`src/rtl/pic_pkg.sv`:
```
// pic_pkg
// Shared definitions for the 8259 PIC integration blocks.
//   inta_state_t : states of the CPU-side interrupt acknowledge sequencer
//   INTA_CNT_W   : width of the sequencer's pulse/gap down-counter
`timescale 1ns/1ps
package pic_pkg;

    localparam int INTA_CNT_W = 4;

    typedef enum logic [2:0] {
        IDLE    = 3'd0,
        PULSE1  = 3'd1,
        GAP     = 3'd2,
        PULSE2  = 3'd3,
        VALID   = 3'd4,
        RECOVER = 3'd5
    } inta_state_t;

endpackage

```
`src/rtl/sync_2ff.sv`:
```
// sync_2ff
// Two-flop synchronizer for a single asynchronous level signal.
// Both flops clear on reset so the synchronized output starts low.
//   clock : destination clock
//   reset : synchronous active-high reset
//   d_i   : asynchronous input
//   q_o   : input synchronized to clock (two-cycle latency)
`timescale 1ns/1ps
module sync_2ff (
    input  logic clock,
    input  logic reset,
    input  logic d_i,
    output logic q_o
);

    logic meta_q;
    logic sync_q;

    always_ff @(posedge clock) begin
        if (reset) begin
            meta_q <= 1'b0;
            sync_q <= 1'b0;
        end else begin
            meta_q <= d_i;
            sync_q <= meta_q;
        end
    end

    assign q_o = sync_q;

endmodule

```
`src/rtl/pic_inta_sequencer.sv`:
```
// pic_inta_sequencer
// CPU-side 8086-style interrupt acknowledge sequencer for the 8259 PIC.
// Synchronizes INT, issues two active-low INTA pulses, captures the vector
// byte the PIC drives during the second pulse and offers it to the CPU model
// on a valid/ready handshake.
//   clock                   : system clock
//   reset                   : synchronous active-high reset
//   interrupt_to_cpu        : INT from the PIC (asynchronous)
//   int_enable              : CPU interrupt flag, looked at only in IDLE
//   data_bus_in             : PIC data bus as seen by the CPU
//   interrupt_acknowledge_n : INTA to the PIC, active low, registered
//   vector                  : captured interrupt vector
//   vector_valid            : vector holds a byte not yet accepted
//   vector_ready            : consumer accepts vector
//   busy                    : sequencer is not in IDLE
`timescale 1ns/1ps
module pic_inta_sequencer
    import pic_pkg::*;
#(
    parameter int PULSE_CYCLES = 2,
    parameter int GAP_CYCLES   = 1
) (
    input  logic       clock,
    input  logic       reset,
    input  logic       interrupt_to_cpu,
    input  logic       int_enable,
    input  logic [7:0] data_bus_in,
    output logic       interrupt_acknowledge_n,
    output logic [7:0] vector,
    output logic       vector_valid,
    input  logic       vector_ready,
    output logic       busy
);

    localparam logic [INTA_CNT_W-1:0] PULSE_LD = INTA_CNT_W'(PULSE_CYCLES - 1);
    localparam logic [INTA_CNT_W-1:0] GAP_LD   = INTA_CNT_W'(GAP_CYCLES - 1);

    logic                  int_sync;
    inta_state_t           state_q;
    logic [INTA_CNT_W-1:0] cnt_q;
    logic                  inta_n_q;
    logic [7:0]            vector_q;
    logic                  vector_valid_q;

    sync_2ff u_int_sync (
        .clock (clock),
        .reset (reset),
        .d_i   (interrupt_to_cpu),
        .q_o   (int_sync)
    );

    // INTA and vector_valid are updated on the same edge as the state change
    // they belong to, so they are plain flop outputs with no decode glitches.
    always_ff @(posedge clock) begin
        if (reset) begin
            state_q        <= IDLE;
            cnt_q          <= '0;
            inta_n_q       <= 1'b1;
            vector_q       <= 8'h00;
            vector_valid_q <= 1'b0;
        end else begin
            case (state_q)
                IDLE: begin
                    if (int_sync && int_enable) begin
                        state_q  <= PULSE1;
                        cnt_q    <= PULSE_LD;
                        inta_n_q <= 1'b0;
                    end
                end
                PULSE1: begin
                    if (cnt_q == '0) begin
                        state_q  <= GAP;
                        cnt_q    <= GAP_LD;
                        inta_n_q <= 1'b1;
                    end else begin
                        cnt_q <= cnt_q - 1'b1;
                    end
                end
                GAP: begin
                    if (cnt_q == '0) begin
                        state_q  <= PULSE2;
                        cnt_q    <= PULSE_LD;
                        inta_n_q <= 1'b0;
                    end else begin
                        cnt_q <= cnt_q - 1'b1;
                    end
                end
                PULSE2: begin
                    // Bus is sampled on the last edge of pulse 2; the PIC has
                    // had the whole pulse to drive it.
                    if (cnt_q == '0) begin
                        state_q        <= VALID;
                        vector_q       <= data_bus_in;
                        vector_valid_q <= 1'b1;
                        inta_n_q       <= 1'b1;
                    end else begin
                        cnt_q <= cnt_q - 1'b1;
                    end
                end
                VALID: begin
                    if (vector_ready) begin
                        state_q        <= RECOVER;
                        cnt_q          <= GAP_LD;
                        vector_valid_q <= 1'b0;
                    end
                end
                RECOVER: begin
                    if (cnt_q == '0) begin
                        state_q <= IDLE;
                    end else begin
                        cnt_q <= cnt_q - 1'b1;
                    end
                end
                default: begin
                    state_q        <= IDLE;
                    cnt_q          <= '0;
                    inta_n_q       <= 1'b1;
                    vector_valid_q <= 1'b0;
                end
            endcase
        end
    end

    assign interrupt_acknowledge_n = inta_n_q;
    assign vector                  = vector_q;
    assign vector_valid            = vector_valid_q;
    assign busy                    = (state_q != IDLE);

endmodule
```
`config.mk`:
```
export PLATFORM = sky130hd
export DESIGN_NAME = pic_inta_sequencer
export DESIGN_NICKNAME = d
export VERILOG_FILES = /design/src/rtl/pic_pkg.sv /design/src/rtl/sync_2ff.sv /design/src/rtl/pic_inta_sequencer.sv
export SDC_FILE = /design/constraint.sdc
export NUM_CORES = 1
export LEC_CHECK = 0
export ABC_AREA = 1
export BUFFER_PORTS_ARGS = -buffer_cell sky130_fd_sc_hd__buf_2
export CAP_MARGIN = 10
export CORE_MARGIN = 2
export CORE_UTILIZATION = 55
export CTS_BUF_LIST = sky130_fd_sc_hd__clkbuf_8
export CTS_CLUSTER_DIAMETER = 60
export DETAILED_ROUTE_END_ITERATION = 10
export GPL_ROUTABILITY_DRIVEN = 0
export MAX_ROUTING_LAYER = met4
export PLACE_DENSITY = 0.82
export SYNTH_ARGS = -nofsm -noshare
export SYNTH_HDL_FRONTEND = slang
export SYNTH_SLANG_ARGS = --single-unit
```
`constraint.sdc`:
```
create_clock -name clock -period 3.55 [get_ports clock]
set_input_delay 0.5325 -clock clock [delete_from_list [all_inputs] [get_ports clock]]
set_output_delay 0.5325 -clock clock [all_outputs]
set_load 0.02 [all_outputs]
```
==> impl_results.md <==
* Status: finished clean
* Global-route wire length before repair at 3.71 mm
* Total leakage power at 0.612 nW
* 1st-iter DRT viols at 32
* Clock power share at 15.1%
* Total number of vias at 978
* GR peak layer: met2
* Combinational share of power at 53.9%
* Fraction of layout cells with a size suffix above 1 at 25.9%
* Area Growth Syn to Fin at 16.5%
* Cts hold-fix bufs at 0
* Worst Path Arrival at 1.18 ns
* DRT antenna net count at 0
* Post-synthesis mux area share at 0%
* CTS Buf Count at 3
* Number of synthesized flops with an enable pin at 0
* Yosys top cell by area: dfxtp_1
* PwrDens at 845 nW/um^2
* Setup TNS at 0 ns
* Internal at 0.517 mW
* Synth area leaders: dfxtp_1 (38%), nand2_1 (13%), nor2_1 (12%)
* WS Path Type: reg -> out
* Fin. max-slew vios at 0
* Worst path slowest cell: dfxtp_1
* Post-synthesis compound-gate area fraction at 9.74%
* Clock skew at 0.00232 ns
* Average cell area after synthesis at 6.68 sq um
* Vias in the first global route at 885
* Htree depth at 1
* Initial core utilization at 58.0%
* Sequential Power Share at 30.9%
* Port Buffers at 23
* Worst skew pair latency at 0.25 ns
* Simple-gate share of the synthesized area at 40.7%
* Hold WS at 0.413 ns
* Via-to-Cell Ratio at 4.91
* CP endpoint kind: output pin
* Area of the die at 2180 sq um
* GR Layer Usage met3 at 5.88%
* Clock Tree Buf Depth at 2
* Setup bufs post-CTS at 0
* Die width at 46.7 um
* Top-area cell type share of the netlist area at 38.0%
* Cells after Synth at 150
* Min cycle time layout at 1.71 ns
* Core area at 1730 sq um
* 1st-pass router iterations at 4
* Fin crit share at 48.2%
* Met2 GRT Util at 40.6%
* Crit-path max FO at 8
* HPWL Detailed at 1.69 mm
* N_diodes at 0
* Gr usage total at 25.5%
* CTS tree: built
* RSZ-0062 raised after global routing: false
* Critical-path cell list: nor2_2, nand2_1, buf_2
* Crit path largest cell delay at 0.41 ns
* Final Hold Viols at 0
* Boundary pin count at 24
* Ys Warns at 0
* Sequential cell area fraction in the yosys report at 38.0%
* Root Driver: clkbuf_8
* Wire per inst at 11.0 um
* FP Rows at 15
* Residual DRC count at 0
* CP Launch Type: flop
* #FFs+latches synth at 19
* Post-Syn Area at 1000 sq um
* Initial antenna violation count at 0
* Overflow after GRT at 0
* Post-synth ARST share at 0%
* GR met1 Demand/Resource at 30.3%
* Nets at 190
* Clock-pin slew of the registers on the worst-case setup and hold paths at 0.07 ns
* Least-Margin Pin Slew at 0.336 ns
* Slew HR at 77.6%
* Total power at 0.987 mW
* Die Ht at 46.7 um
* # resized after CTS at 0
* Peak VDD IR at 501 uV
* Largest net degree at the start of global routing at 14
* Sw Share at 47.6%
* Main combinational cell family by area after synthesis: simple AND/OR/NAND/NOR gates
* Post-Synth Adder-Cell Area at 2.50%
* Maxcap violations at 0
* Setup violators final at 0
* Clock Sinks at 19
* Worst Path Required at 3.02 ns
* Syn_nets at 165
* Max Freq at 584 MHz
* Top_reg_cell synth: dfxtp_1
* Xor/xnor share of the synthesized area at 0%
* Hold WC Path Type: reg -> reg
* Drt total wl at 2.19 mm
* P_sw at 0.470 mW
* Unique masters post-synth at 19
## state kept, by name, summed over array words and instances (netlist names)
signal,count
vector,8
cnt_q,4
state_q,3
interrupt_acknowledge_n,1
u_int_sync.meta_q,1
u_int_sync.q_o,1
vector_valid,1
## layout make-up
type / instances / area, sq um
fill: 175 / 559
multi-input combinational: 111 / 531
sequential: 19 / 380
timing repair buffer: 23 / 115
inverter: 17 / 63.8
clock buffer: 3 / 41.3
tap: 25 / 31.3
clock inverter: 1 / 5.00
## power by group through the flow
stage | Combinational [mW] | Sequential, mW | Clock, mW
2_1_floorplan | 0.428 | 0.309 | 0
3_3_place_gp | 0.510 | 0.307 | 0
3_5_place_dp | 0.528 | 0.309 | 0
4_1_cts | 0.531 | 0.304 | 0.153
5_1_grt | 0.606 | 0.313 | 0.161
6_report | 0.532 | 0.305 | 0.149
## per-layer routing
| metal | vias up | share of wire (%) |
|---|---|---|
| met1 | 426 | 45 |
| met5 | - | 0 |
| li1 | 519 | - |
| met2 | 29 | 47 |
| met4 | 0 | 1.9 |
| met3 | 4 | 5.8 |
## layout by cell type (no fill, tap or decap)
cell type  count
nand2_4        1
nand3_1        8
inv_2          5
o21ai_1        1
nand3_2        4
nand2_1       35
ha_1           2
o211ai_1       1
a21oi_1        5
clkinv_2       1
nand4_1        1
nand2_2        4
nor2_2         3
clkbuf_8       3
nor2_4         1
o21ai_0       12
nor2_1        33
dfxtp_1       19
buf_2         23
inv_1         12
## through the flow
step	instances	worst slack [ns]	utilization (%)	area [sq um]
after global routing	199	1.78	67.6	1170
after detailed placement	195	2.10	64.9	1120
after CTS	199	1.84	67.6	1170
final	199	1.84	67.6	1170
after floorplan	150	2.24	-	1000
after global placement	195	2.16	64.9	1120
## path summary, 6_finish.rpt
kind,startpoint,end,slack [ns],depth (start not counted)
worst max-delay path,state_q[2],busy,1.84,3
worst min-delay path,u_int_sync.meta_q,u_int_sync.q_o,0.41,2
worst max register to register,cnt_q[0],vector[0],2.09,7
worst min register to register,u_int_sync.meta_q,u_int_sync.q_o,0.41,2
## worst max-delay path, delay by kind of cell, from the launching register on
kind	cells	cell delay, ns
buffers and inverters	1	0.17
flip-flops	1	0.41
AND/OR/NAND/NOR	2	0.35
## Yosys cell counts, types with 2 or more instances
cell     instances
ha_1             2
nand2_1         35
inv_2            5
buf_6            2
a21oi_1          5
dfxtp_1         19
nand3_2          4
inv_1           12
nand3_1          8
nor2_1          33
nor2_2           3
o21ai_0         12
nand2_2          4
## logic make-up after synthesis
logic type	count (synthesis)
AND/OR/NAND/NOR	90
AO/OA/AOI/OAI	19
adder cells (fa/ha/maj)	2
flip-flops	19
buffers and inverters	20
(Power assumes the default switching activity.)
